`config.mk`:
```
export PLATFORM = sky130hd
export DESIGN_NAME = instruction_fetch
export DESIGN_NICKNAME = d
export VERILOG_FILES = /design/src/rtl/instruction_fetch.sv
export SDC_FILE = /design/constraint.sdc
export NUM_CORES = 1
export LEC_CHECK = 0
export BUFFER_PORTS_ARGS = -buffer_cell sky130_fd_sc_hd__buf_2
export CORE_UTILIZATION = 45
export CTS_CLUSTER_SIZE = 30
export DETAILED_ROUTE_END_ITERATION = 16
export PLACE_DENSITY = 0.7
export SLEW_MARGIN = 30
export SYNTH_ARGS = -nofsm -noshare
export SYNTH_HDL_FRONTEND = slang
export SYNTH_SLANG_ARGS = --single-unit
```
`constraint.sdc`:
```
create_clock -name clk -period 6.39 [get_ports clk]
set_input_delay 0.9585 -clock clk [delete_from_list [all_inputs] [get_ports clk]]
set_output_delay 0.9585 -clock clk [all_outputs]
set_load 0.005 [all_outputs]
```
`src/rtl/instruction_fetch.sv`:
```
// Instruction fetch: PC sequencer feeding a FIFO_DEPTH-entry {pc, instr} buffer to decode.
// Latency: word fetched in cycle N is visible to decode at N+1; a full buffer stops requests, redirect flushes.
module instruction_fetch #(
    parameter logic [31:0] RESET_PC   = 32'h0000_0000,
    parameter int unsigned FIFO_DEPTH = 2
) (
    input  logic        clk,
    input  logic        rst,
    output logic        imem_req,
    output logic [31:0] imem_addr,
    input  logic [31:0] imem_data,
    input  logic        redirect_valid,
    input  logic [31:0] redirect_pc,
    output logic        if_valid,
    input  logic        if_ready,
    output logic [31:0] if_instr,
    output logic [31:0] if_pc,
    output logic [31:0] fetch_count
);
    localparam int unsigned PTR_W = (FIFO_DEPTH > 1) ? $clog2(FIFO_DEPTH) : 1;
    localparam int unsigned CNT_W = $clog2(FIFO_DEPTH + 1);
    localparam logic [CNT_W-1:0] FULL_CNT = CNT_W'(FIFO_DEPTH);

    logic [31:0]      pc_q, pc_d;
    logic [PTR_W-1:0] wr_ptr_q, wr_ptr_d;
    logic [PTR_W-1:0] rd_ptr_q, rd_ptr_d;
    logic [CNT_W-1:0] count_q, count_d;
    logic [31:0]      fetch_count_q, fetch_count_d;
    logic [31:0]      buf_pc_q    [FIFO_DEPTH];
    logic [31:0]      buf_instr_q [FIFO_DEPTH];
    logic             push;
    logic             pop;
    logic             unused_redirect_lsbs;

    // Request depends only on occupancy and redirect, so decode's ready never reaches memory.
    assign imem_req  = ~rst & ~redirect_valid & (count_q != FULL_CNT);
    assign imem_addr = pc_q;
    assign push      = imem_req;
    assign pop       = if_valid & if_ready & ~redirect_valid;

    assign if_valid    = (count_q != '0);
    assign if_pc       = if_valid ? buf_pc_q[rd_ptr_q]    : 32'h0;
    assign if_instr    = if_valid ? buf_instr_q[rd_ptr_q] : 32'h0;
    assign fetch_count = fetch_count_q;

    assign unused_redirect_lsbs = ^redirect_pc[1:0];

    always_comb begin
        pc_d          = pc_q;
        wr_ptr_d      = wr_ptr_q;
        rd_ptr_d      = rd_ptr_q;
        count_d       = count_q;
        fetch_count_d = fetch_count_q;
        if (redirect_valid) begin
            pc_d     = {redirect_pc[31:2], 2'b00};
            wr_ptr_d = '0;
            rd_ptr_d = '0;
            count_d  = '0;
        end else begin
            if (push) begin
                pc_d          = pc_q + 32'd4;
                wr_ptr_d      = wr_ptr_q + 1'b1;
                fetch_count_d = fetch_count_q + 32'd1;
            end
            if (pop) begin
                rd_ptr_d = rd_ptr_q + 1'b1;
            end
            case ({push, pop})
                2'b10:   count_d = count_q + 1'b1;
                2'b01:   count_d = count_q - 1'b1;
                default: count_d = count_q;
            endcase
        end
    end

    always_ff @(posedge clk or posedge rst) begin
        if (rst) begin
            pc_q          <= RESET_PC;
            wr_ptr_q      <= '0;
            rd_ptr_q      <= '0;
            count_q       <= '0;
            fetch_count_q <= 32'h0;
        end else begin
            pc_q          <= pc_d;
            wr_ptr_q      <= wr_ptr_d;
            rd_ptr_q      <= rd_ptr_d;
            count_q       <= count_d;
            fetch_count_q <= fetch_count_d;
        end
    end

    always_ff @(posedge clk or posedge rst) begin
        if (rst) begin
            for (int i = 0; i < int'(FIFO_DEPTH); i++) begin
                buf_pc_q[i]    <= 32'h0;
                buf_instr_q[i] <= 32'h0;
            end
        end else if (push) begin
            buf_pc_q[wr_ptr_q]    <= pc_q;
            buf_instr_q[wr_ptr_q] <= imem_data;
        end
    end

endmodule

```
==> results.sh <==
export IMPL_pwr_share_clk=0.322
export IMPL_synthFlopType="dfrtp_1"
export IMPL_syn_instance_count=759
export IMPL_antenna_found_initial=2
export IMPL_finalInstanceArea_um2=10600
export IMPL_yosysMostFrequentCell="dfrtp_1"
export IMPL_avgSynthCellArea_um2=11.7
export IMPL_ant_nets=0
export IMPL_h_tree_depth=4
export IMPL_fin_crit_ns=3.29
export IMPL_crit_type="flip-flop to output port"
export IMPL_nFillCells=1685
export IMPL_insertion_delay_ns=0.42
export IMPL_clk_pin_slew_ns=0.07
export IMPL_rsz0062_at_grt="no"
export IMPL_max_cap_viol_count=0
export IMPL_slew_headroom=0.430
export IMPL_cts_made_buffers=17
export IMPL_p_per_area_nw_per_um2=309
export IMPL_slew_viol_final=0
export IMPL_grt_ovfl_total=0
export IMPL_critPathLaunchType="flip-flop"
export IMPL_p_sw_frac=0.272
export IMPL_max_clock_freq_mhz=304
export IMPL_grtUsageTotal=0.202
export IMPL_preCtsSetupSlack_ns=3.28
export IMPL_wirelength_um=19300
export IMPL_coreArea_um2=19000
export IMPL_internal_power_uw=2390
export IMPL_yosysSeqAreaShare=0.537
export IMPL_irDropWorstVdd_v=0.000185
export IMPL_vias=6207
export IMPL_synthTopCellsByArea="dfrtp_1 54%, mux2_2 11%, mux2i_1 7.1%"
export IMPL_tns_ns=0
export IMPL_p_leak_uw=0.00488
export IMPL_grt_max_degree=127
export IMPL_hold_viol_final=0
export IMPL_die_x_um=142
export IMPL_synth_top_area_frac=0.537
export IMPL_final_setup_skew_ns=0.00913
export IMPL_timing_final_ws_setup_ns=3.10
export IMPL_port_buffers=191
export IMPL_clock_sinks=190
export IMPL_drtIter0Drc=244
export IMPL_wl_per_cell_um=16.0
export IMPL_power_frac_seq=0.499
export IMPL_pin_count=198
export IMPL_max_slew_worst_pin_slew_ns=0.855
export IMPL_drive_gt1_frac=0.339
export IMPL_fin_crit_sh=0.515
export IMPL_synth_edf_count=0
export IMPL_drt_first_pass_iters=4
export IMPL_status="complete, no violations"
export IMPL_vias_per_cell=5.13
export IMPL_fp_dieH_um=142
export IMPL_synth_cell_types=39
export IMPL_num_antenna_cells=0
export IMPL_synth_common_cells="190 x dfrtp_1, 84 x mux2_2, 83 x nor2_1"
export IMPL_die_area_um2=20200
export IMPL_place_congestion=0.779
export IMPL_syn_to_final_growth_pct=20.2
export IMPL_setup_violations=0
export IMPL_ys_ff_latch=190
export IMPL_row_count=50
export IMPL_cp_max_fo=47
export IMPL_cts_root_buf="clkbuf_16"
export IMPL_cts_tree="built"
export IMPL_cts_setup_buffers=0
export IMPL_seq_area_um2=4760
export IMPL_final_nets=1006
export IMPL_hold_class="flip-flop to flip-flop"
export IMPL_dp_hpwl_um=12600
export IMPL_clock_path_buffers=2
export IMPL_cts_resized=0
export IMPL_grt_pass1_wl_um=31900
export IMPL_required_ns=5.43
export IMPL_syn_area_um2=8860
export IMPL_start_util=0.466
export IMPL_drc=0
export IMPL_cp_end_kind="output port"
export IMPL_p_sw_uw=894
export IMPL_synth_largest_area_cell="dfrtp_1"
export IMPL_multiInputGateArea_um2=3910
export IMPL_async_flop_share=1.00
export IMPL_grt_pass1_vias=6097
export IMPL_cts_hold_buffers=0
export IMPL_arrival_ns=2.33
export IMPL_ys_warn_count=0
export IMPL_power_frac_comb=0.180
export IMPL_power_total_uw=3290
export IMPL_place_area_um2=10000
## worst paths after layout
kind                       depth (start not counted)               to             from  slack, ns
min in group asynchronous                          2     buf_pc_q[35]              rst       0.63
max                                                4     if_instr[15]         rd_ptr_q       3.10
max reg2reg                                        5    imem_addr[26]     imem_addr[6]       4.17
min                                                1  fetch_count[31]  fetch_count[31]       0.47
min reg2reg                                        1  fetch_count[31]  fetch_count[31]       0.47
max in group asynchronous                          3         rd_ptr_q              rst       4.58
## cells by family (layout without fill, tap and decap cells)
group | count (synthesis) | in the layout | share of synthesized area
XOR/XNOR | 61 | 61 | 0.0603
AO/OA/AOI/OAI | 41 | 41 | 0.0239
adder cells (fa/ha/maj) | 2 | 2 | 0.00283
multiplexers | 184 | 184 | 0.225
flip-flops | 190 | 190 | 0.537
buffers and inverters | 52 | 239 | 0.0264
other | 1 | 4 | 0.000423
AND/OR/NAND/NOR | 228 | 228 | 0.124
## final cells by class
class                           count  share of cell area
Sequential cell                   190               0.447
Tap cell                          260              0.0306
Timing Repair Buffer              198              0.0966
Clock buffer                       20              0.0420
Multi-Input combinational cell    520               0.367
Inverter                            9             0.00388
Clock inverter                     12              0.0128
## power by group through the flow
stage / combinational [uW] / sequential (uW) / clock, uW
after floorplan: 428 / 1620 / 0
after global placement: 584 / 1650 / 0
after detailed placement: 599 / 1660 / 0
after CTS: 601 / 1640 / 1080
after global routing: 666 / 1680 / 1120
final: 591 / 1640 / 1060
## metrics by stage
stage	hold WS, ns	util	cells
2_1_floorplan	0.450	-	762
3_3_place_gp	0.456	0.527	1176
3_5_place_dp	0.453	0.527	1176
4_1_cts	0.470	0.558	1208
5_1_grt	0.497	0.560	1209
6_report	0.467	0.560	1209
## flip-flops by register name, summed over array words and instances (netlist names)
register and flops:
count_q 2, wr_ptr_q 1, buf_instr_q 64, rd_ptr_q 1
fetch_count 32, imem_addr 30, buf_pc_q 60
## worst max-delay path, stage by stage, from the launching register on
cell and delay [ns]:
dfrtp_4 0.64, buf_4 0.75, mux2i_1 0.28, nor2_1 0.06, buf_2 0.15
## placed cells by master (no fill, tap or decap), drive strengths merged, types with 3 or more instances in the layout
cell type / instances
a21oi: 3
and2: 3
and3: 8
and4: 10
buf: 198
clkbuf: 20
clkinv: 6
conb: 4
dfrtp: 190
inv: 11
mux2: 121
mux2i: 63
nand2: 63
nand3: 18
nand4: 13
nor2: 83
nor3: 12
nor4: 10
o21ai: 35
xnor2: 50
xor2: 11
## metal layers
metal	track usage	share of wire
met1	0.277	0.47
met2	0.322	0.47
met3	0.0390	0.047
met4	0.0679	0.011
met5	0	0.00093
No activity file was read; power rests on OpenSTA's default activity.
